--- src/rtl/alu_deco_pkg.sv ---
// alu_deco_pkg: shared opcodes, ALU control codes, FSM states and the decode
// payload used by the registered ALU decoder (alu_deco_seq) and its table.
package alu_deco_pkg;

  localparam int unsigned OP_W  = 4;
  localparam int unsigned ALU_W = 4;
  localparam int unsigned FW_W  = 2;

  // Data-processing opcodes
  localparam logic [OP_W-1:0] OP_AND = 4'b0000;
  localparam logic [OP_W-1:0] OP_EOR = 4'b0001;
  localparam logic [OP_W-1:0] OP_SUB = 4'b0010;
  localparam logic [OP_W-1:0] OP_RSB = 4'b0011;
  localparam logic [OP_W-1:0] OP_ADD = 4'b0100;
  localparam logic [OP_W-1:0] OP_ADC = 4'b0101;
  localparam logic [OP_W-1:0] OP_SBC = 4'b0110;
  localparam logic [OP_W-1:0] OP_RSC = 4'b0111;
  localparam logic [OP_W-1:0] OP_TST = 4'b1000;
  localparam logic [OP_W-1:0] OP_TEQ = 4'b1001;
  localparam logic [OP_W-1:0] OP_CMP = 4'b1010;
  localparam logic [OP_W-1:0] OP_CMN = 4'b1011;
  localparam logic [OP_W-1:0] OP_ORR = 4'b1100;
  localparam logic [OP_W-1:0] OP_MOV = 4'b1101;
  localparam logic [OP_W-1:0] OP_BIC = 4'b1110;
  localparam logic [OP_W-1:0] OP_MVN = 4'b1111;

  // ALU control codes
  localparam logic [ALU_W-1:0] ALU_ADD = 4'b0000;
  localparam logic [ALU_W-1:0] ALU_SUB = 4'b0001;
  localparam logic [ALU_W-1:0] ALU_AND = 4'b1000;
  localparam logic [ALU_W-1:0] ALU_ORR = 4'b1001;
  localparam logic [ALU_W-1:0] ALU_EOR = 4'b1010;
  localparam logic [ALU_W-1:0] ALU_MVN = 4'b1011;
  localparam logic [ALU_W-1:0] ALU_MOV = 4'b1100;
  localparam logic [ALU_W-1:0] ALU_MUL = 4'b1110;

  // Flag-write enables: bit 1 = NZ, bit 0 = CV
  localparam logic [FW_W-1:0] FW_NONE = 2'b00;
  localparam logic [FW_W-1:0] FW_NZ   = 2'b10;
  localparam logic [FW_W-1:0] FW_NZCV = 2'b11;

  // FSM state encodings
  localparam logic [0:0] ST_IDLE     = 1'b0;
  localparam logic [0:0] ST_MUL_WAIT = 1'b1;

  typedef enum logic [0:0] {
    IDLE     = ST_IDLE,
    MUL_WAIT = ST_MUL_WAIT
  } state_t;

  typedef struct packed {
    logic [ALU_W-1:0] ctrl;
    logic [FW_W-1:0]  flag_write;
    logic             no_write;
    logic             swap_ab;
    logic             illegal;
  } deco_t;

  // Arithmetic ops update all four flags; logic ops only N and Z.
  function automatic logic [FW_W-1:0] class_flags(input logic arith);
    return arith ? FW_NZCV : FW_NZ;
  endfunction

endpackage

--- src/rtl/alu_deco_tbl.sv ---
// alu_deco_tbl: purely combinational decode of one data-processing command.
// Ports:
//   cmd    - opcode (ignored when is_mul)
//   s_bit  - instruction S bit
//   is_mul - command is a multiply
//   deco   - control word, flag enables, write suppression, swap, illegal
// Optional: ALU_DECO_TRAP_EN flags ADC/SBC/RSC/BIC as illegal; otherwise they
// decode as ADD with arithmetic flag behaviour.
module alu_deco_tbl
  import alu_deco_pkg::*;
(
  input  logic [OP_W-1:0] cmd,
  input  logic            s_bit,
  input  logic            is_mul,
  output deco_t           deco
);

  logic [ALU_W-1:0] ctrl;
  logic             arith;
  logic             compare;
  logic             swap;
  logic             illegal;

  // Opcode -> control code and operation class
  always_comb begin
    ctrl    = ALU_ADD;
    arith   = 1'b1;
    compare = 1'b0;
    swap    = 1'b0;
    illegal = 1'b0;
    if (is_mul) begin
      ctrl  = ALU_MUL;
      arith = 1'b0;
    end else begin
      case (cmd)
        OP_AND: begin ctrl = ALU_AND; arith = 1'b0; end
        OP_EOR: begin ctrl = ALU_EOR; arith = 1'b0; end
        OP_SUB: ctrl = ALU_SUB;
        OP_RSB: begin ctrl = ALU_SUB; swap = 1'b1; end
        OP_ADD: ctrl = ALU_ADD;
        OP_TST: begin ctrl = ALU_AND; arith = 1'b0; compare = 1'b1; end
        OP_TEQ: begin ctrl = ALU_EOR; arith = 1'b0; compare = 1'b1; end
        OP_CMP: begin ctrl = ALU_SUB; compare = 1'b1; end
        OP_CMN: begin ctrl = ALU_ADD; compare = 1'b1; end
        OP_ORR: begin ctrl = ALU_ORR; arith = 1'b0; end
        OP_MOV: begin ctrl = ALU_MOV; arith = 1'b0; end
        OP_MVN: begin ctrl = ALU_MVN; arith = 1'b0; end
`ifdef ALU_DECO_TRAP_EN
        OP_ADC, OP_SBC, OP_RSC, OP_BIC: illegal = 1'b1;
`endif
        default: ;
      endcase
    end
  end

  // Flag enables and write suppression; compares ignore the S bit
  always_comb begin
    deco         = '0;
    deco.ctrl    = ctrl;
    deco.swap_ab = swap;
    deco.illegal = illegal;
    if (illegal) begin
      deco.ctrl       = ALU_ADD;
      deco.swap_ab    = 1'b0;
      deco.no_write   = 1'b1;
      deco.flag_write = FW_NONE;
    end else if (compare) begin
      deco.no_write   = 1'b1;
      deco.flag_write = class_flags(arith);
    end else if (s_bit) begin
      deco.flag_write = class_flags(arith);
    end
  end

endmodule

--- src/rtl/alu_deco_seq.sv ---
// alu_deco_seq: registered, handshaked ALU decoder with multi-cycle MUL
// sequencing.
// Ports:
//   clk, reset              - clock, synchronous active-high reset
//   in_valid/in_ready       - command handshake (cmd, s_bit, is_mul)
//   out_valid/out_ready     - result handshake
//   alu_control             - ALU op select, zero-extended to CTRL_W
//   flag_write              - [1] NZ enable, [0] CV enable
//   no_write                - suppress destination write
//   swap_ab                 - swap ALU operands
//   illegal_cmd             - only with ALU_DECO_TRAP_EN: trapped opcode
// Parameters: CTRL_W (>= 4), MUL_CYCLES (>= 1) accept-to-valid MUL latency.
module alu_deco_seq
  import alu_deco_pkg::*;
#(
  parameter int unsigned CTRL_W     = 4,
  parameter int unsigned MUL_CYCLES = 4
) (
  input  logic              clk,
  input  logic              reset,
  input  logic              in_valid,
  output logic              in_ready,
  input  logic [OP_W-1:0]   cmd,
  input  logic              s_bit,
  input  logic              is_mul,
  output logic              out_valid,
  input  logic              out_ready,
  output logic [CTRL_W-1:0] alu_control,
  output logic [FW_W-1:0]   flag_write,
  output logic              no_write,
  output logic              swap_ab
`ifdef ALU_DECO_TRAP_EN
  ,
  output logic              illegal_cmd
`endif
);

  localparam int unsigned CNT_W = $clog2(MUL_CYCLES + 1);
  localparam logic [CNT_W-1:0] CNT_LAST = CNT_W'(MUL_CYCLES - 1);

  state_t           state_q, state_d;
  logic [CNT_W-1:0] cnt_q, cnt_d;
  deco_t            tbl;
  deco_t            pend_q, pend_d;
  deco_t            res_q, res_d;
  logic             out_valid_q, out_valid_d;
  logic             accept;

  alu_deco_tbl u_tbl (
    .cmd    (cmd),
    .s_bit  (s_bit),
    .is_mul (is_mul),
    .deco   (tbl)
  );

  // Accept only when idle and the result slot is empty or draining now
  assign in_ready = (state_q == IDLE) && (!out_valid_q || out_ready);
  assign accept   = in_valid && in_ready;

  // Next-state, counter and result-register selection
  always_comb begin
    state_d     = state_q;
    cnt_d       = cnt_q;
    pend_d      = pend_q;
    res_d       = res_q;
    out_valid_d = out_valid_q && !out_ready;
    case (state_q)
      IDLE: begin
        if (accept) begin
          if (is_mul && (MUL_CYCLES > 1)) begin
            state_d = MUL_WAIT;
            cnt_d   = CNT_W'(1);
            pend_d  = tbl;
          end else begin
            res_d       = tbl;
            out_valid_d = 1'b1;
          end
        end
      end
      MUL_WAIT: begin
        if (cnt_q == CNT_LAST) begin
          state_d     = IDLE;
          cnt_d       = '0;
          res_d       = pend_q;
          out_valid_d = 1'b1;
        end else begin
          cnt_d = cnt_q + CNT_W'(1);
        end
      end
      default: begin
        state_d = IDLE;
        cnt_d   = '0;
      end
    endcase
  end

  // State, counter and output registers
  always_ff @(posedge clk) begin
    if (reset) begin
      state_q     <= IDLE;
      cnt_q       <= '0;
      pend_q      <= '0;
      res_q       <= '0;
      out_valid_q <= 1'b0;
    end else begin
      state_q     <= state_d;
      cnt_q       <= cnt_d;
      pend_q      <= pend_d;
      res_q       <= res_d;
      out_valid_q <= out_valid_d;
    end
  end

  assign out_valid   = out_valid_q;
  assign alu_control = CTRL_W'(res_q.ctrl);
  assign flag_write  = res_q.flag_write;
  assign no_write    = res_q.no_write;
  assign swap_ab     = res_q.swap_ab;

`ifdef ALU_DECO_TRAP_EN
  assign illegal_cmd = res_q.illegal;
`else
  logic unused_illegal;
  assign unused_illegal = res_q.illegal;
`endif

endmodule

--- config.mk ---
export PLATFORM = sky130hd
export DESIGN_NAME = alu_deco_seq
export DESIGN_NICKNAME = d
export VERILOG_FILES = /design/src/rtl/alu_deco_pkg.sv /design/src/rtl/alu_deco_tbl.sv /design/src/rtl/alu_deco_seq.sv
export SDC_FILE = /design/constraint.sdc
export NUM_CORES = 1
export LEC_CHECK = 0
export ABC_AREA = 1
export BUFFER_PORTS_ARGS = -buffer_cell sky130_fd_sc_hd__buf_2
export CORE_MARGIN = 8
export CORE_UTILIZATION = 57
export DETAILED_ROUTE_END_ITERATION = 16
export PLACE_DENSITY = 0.82
export REMOVE_ABC_BUFFERS = 1
export SLEW_MARGIN = 5
export SYNTH_ARGS = -nofsm -noshare
export SYNTH_HDL_FRONTEND = slang
export SYNTH_SLANG_ARGS = --single-unit
--- constraint.sdc ---
create_clock -name clk -period 3.25 [get_ports clk]
set_input_delay 0.65 -clock clk [delete_from_list [all_inputs] [get_ports clk]]
set_output_delay 0.65 -clock clk [all_outputs]
set_load 0.02 [all_outputs]
==> run summary <==
Sequential area share after synthesis - 0.388
Reg-to-reg setup timing slack - 1.76 ns
Max Clock Freq - 502 MHz
Mapped Area - 1080 um^2
Worst EP required - 2.60 ns
Top-level I/O count - 20
Slowest-stage cell, CP - dfxtp_1
Worst path buffer plus inverter count - 1
Final Setup Violations - 0
Final slew viol count - 0
Crit share post-route - 0.613
H-tree depth - 1
Synth area leaders - dfxtp_1, nand2_1, inv_1
Crit path max fanout - 16
Min-delay src - cnt_q[2]
Share of cells above drive strength 1 - 0.205
Starting Density - 0.615
Die Ht - 59.6 um
Vias in the first global route - 895
Hold endpoint - cnt_q[2]
Drt wl/cell - 11.1 um
Leakage - 0.624 nW
WS Path Type - reg2out
Synth Flop Type - dfxtp_1
Core Util, Final - 0.674
Hold_buf cts - 0
Vias - 941
Crit-path leading delay family - flip-flops
Pwr Total - 527 uW
RR Endpoint - alu_control[0]
Yosys top cell by area - dfxtp_1
Final wirelength - 2.18 mm
Core area - 1760 um^2
Post-Place Worst Slack - 1.32 ns
Gr usage total - 0.131
Asr flop ratio synth - 0
Power Density - 444 nW/um^2
Top-area cell type share of the netlist area - 0.388
Initial antenna violation count - 0
Worst-Skew Late Latency - 0.31 ns
First-pass GRT wire length - 3.62 mm
Layout overhead on the synthesized area - 9.57%
Antenna Nets Post-Route - 0
Mapped Cells - 153
Std-Cell Rows - 15
IO buf count - 19
Clock-pin slew on the worst setup and hold paths - 0.12 ns
Critical-path cell list - nor2_1 > buf_2
Normalized max-slew margin - 0.578
Crit start category - flip-flop
Crit path DAT - 1.34 ns
Die width - 59.6 um
Total die area - 3560 um^2
Distinct cells, synth - 22
CTS resizes - 0
Dpl cell area - 1160 um^2
Post-synth EDFFs - 0
Initial DRT Pass Iterations - 4
Status - completed
Setup TNS - 0 ns
Largest net degree at the start of global routing - 17
Clock Sinks - 21
Fill cells - 163
Worst Setup End Kind - primary output
Hold/Removal Path Class - reg2reg
Synth warn - 0
Setup bufs post-CTS - 0
Max stage delay on crit path - 0.75 ns
VDD IR-drop max - 0.000403 V
Max-cap violations - 0
Post-route cell area - 1190 um^2
CTS buffer count - 3
Post-DP HPWL - 1.68 mm
Average size of a mapped cell - 7.09 um^2
Final nets - 183
Worst R2R Start - state_q
Clk root buf - clkbuf_4
CTS tree - yes
Final Skew - 0.00412 ns
GP Congestion - 0.876
1st-iter DRT viols - 21
Final WS setup - 1.26 ns
Overflow after GRT - 0
R2R depth - 7
Final min period - 1.99 ns
Hold Fails Final Rpt - 0
Vias per cell - 4.80
Diodes inserted - 0
Hold path depth - 2
#FFs+latches synth - 21
Least-Margin Pin Slew - 0.632 ns
Bufs on Longest Clock Path - 2
RSZ-0062 raised after global routing - false
Drc violations - 0
-- synth_stat cells, types with 2 or more instances --
| cell | count |
|---|---|
| a21oi_1 | 8 |
| a21oi_2 | 2 |
| buf_2 | 2 |
| buf_6 | 2 |
| dfxtp_1 | 21 |
| inv_1 | 22 |
| nand2_1 | 40 |
| nand2_2 | 2 |
| nand2_4 | 2 |
| nand3_1 | 12 |
| nand4_4 | 2 |
| nor2_1 | 22 |
| o21ai_0 | 7 |
-- worst max-delay path by stage --
stage	start	to	slack, ns	cells after the start
global placement	out_ready	in_ready	1.36	6
detailed placement	out_ready	in_ready	1.32	6
finish	state_q	in_ready	1.26	2
CTS	state_q	in_ready	1.27	2
floorplan	out_ready	in_ready	1.40	4
global route	state_q	in_ready	1.16	2
-- cells in the final DEF (no fill, tap or decap), drive strengths merged --
cell and instances:
nand2 44, inv 24, nor2 23, dfxtp 21, buf 19, nand3 13
a21oi 10, o21ai 7, clkbuf 3, nand4 3, o21bai 1, or2 1
ha 1, clkinvlp 1
-- metal layers --
| layer | GRT usage | share of wire | wire (um) |
|---|---|---|---|
| met1 | 0.149 | 0.45 | 977 |
| met2 | 0.220 | 0.48 | 1040 |
| met3 | 0.0521 | 0.060 | 131 |
| met4 | 0.0374 | 0.011 | 23 |
| met5 | 0 | 0 | 0 |
-- metrics by stage --
stage	std cells	hold slack [ns]
after CTS	196	0.455
after floorplan	148	0.421
final	196	0.454
after detailed placement	192	0.435
after global placement	192	0.431
after global routing	196	0.493
-- flip-flops by register name, indices dropped and copies added, names as in the netlist --
| signal | count |
|---|---|
| no_write | 1 |
| cnt_q | 3 |
| pend_q | 8 |
| alu_control | 4 |
| state_q | 1 |
| flag_write | 2 |
| swap_ab | 1 |
| out_valid | 1 |
-- final cells by class --
cell class	count	area, um^2	share of cell area
Clock buffer	3	22.5	0.0189
Inverter	24	95.1	0.0800
Multi-Input combinational cell	103	517	0.435
Timing Repair Buffer	19	95.1	0.0800
Sequential cell	21	420	0.354
Clock inverter	1	7.51	0.00632
Tap cell	25	31.3	0.0263
-- worst register-to-register path: cells and delay by family (launching register included) --
family / cells / cell delay [ns]
flops: 1 / 0.75
simple gates: 6 / 0.50
buf+inv: 1 / 0.15
-- kinds of logic after synthesis --
family,count (synthesis),synth area share
simple gates,84,0.373
flops,21,0.388
buf+inv,29,0.136
fa+ha+maj,1,0.0115
compound gates,18,0.0923
-- power by group --
group / internal [mW] / switching (mW) / total (mW) / leakage [nW]
clock network: 0.0470 / 0.0837 / 0.131 / 0.0139
logic: 0.0389 / 0.0729 / 0.112 / 0.439
registers: 0.274 / 0.0113 / 0.285 / 0.172
total: 0.359 / 0.168 / 0.527 / 0.624
Note: power is estimated with default switching activity, not from simulation.
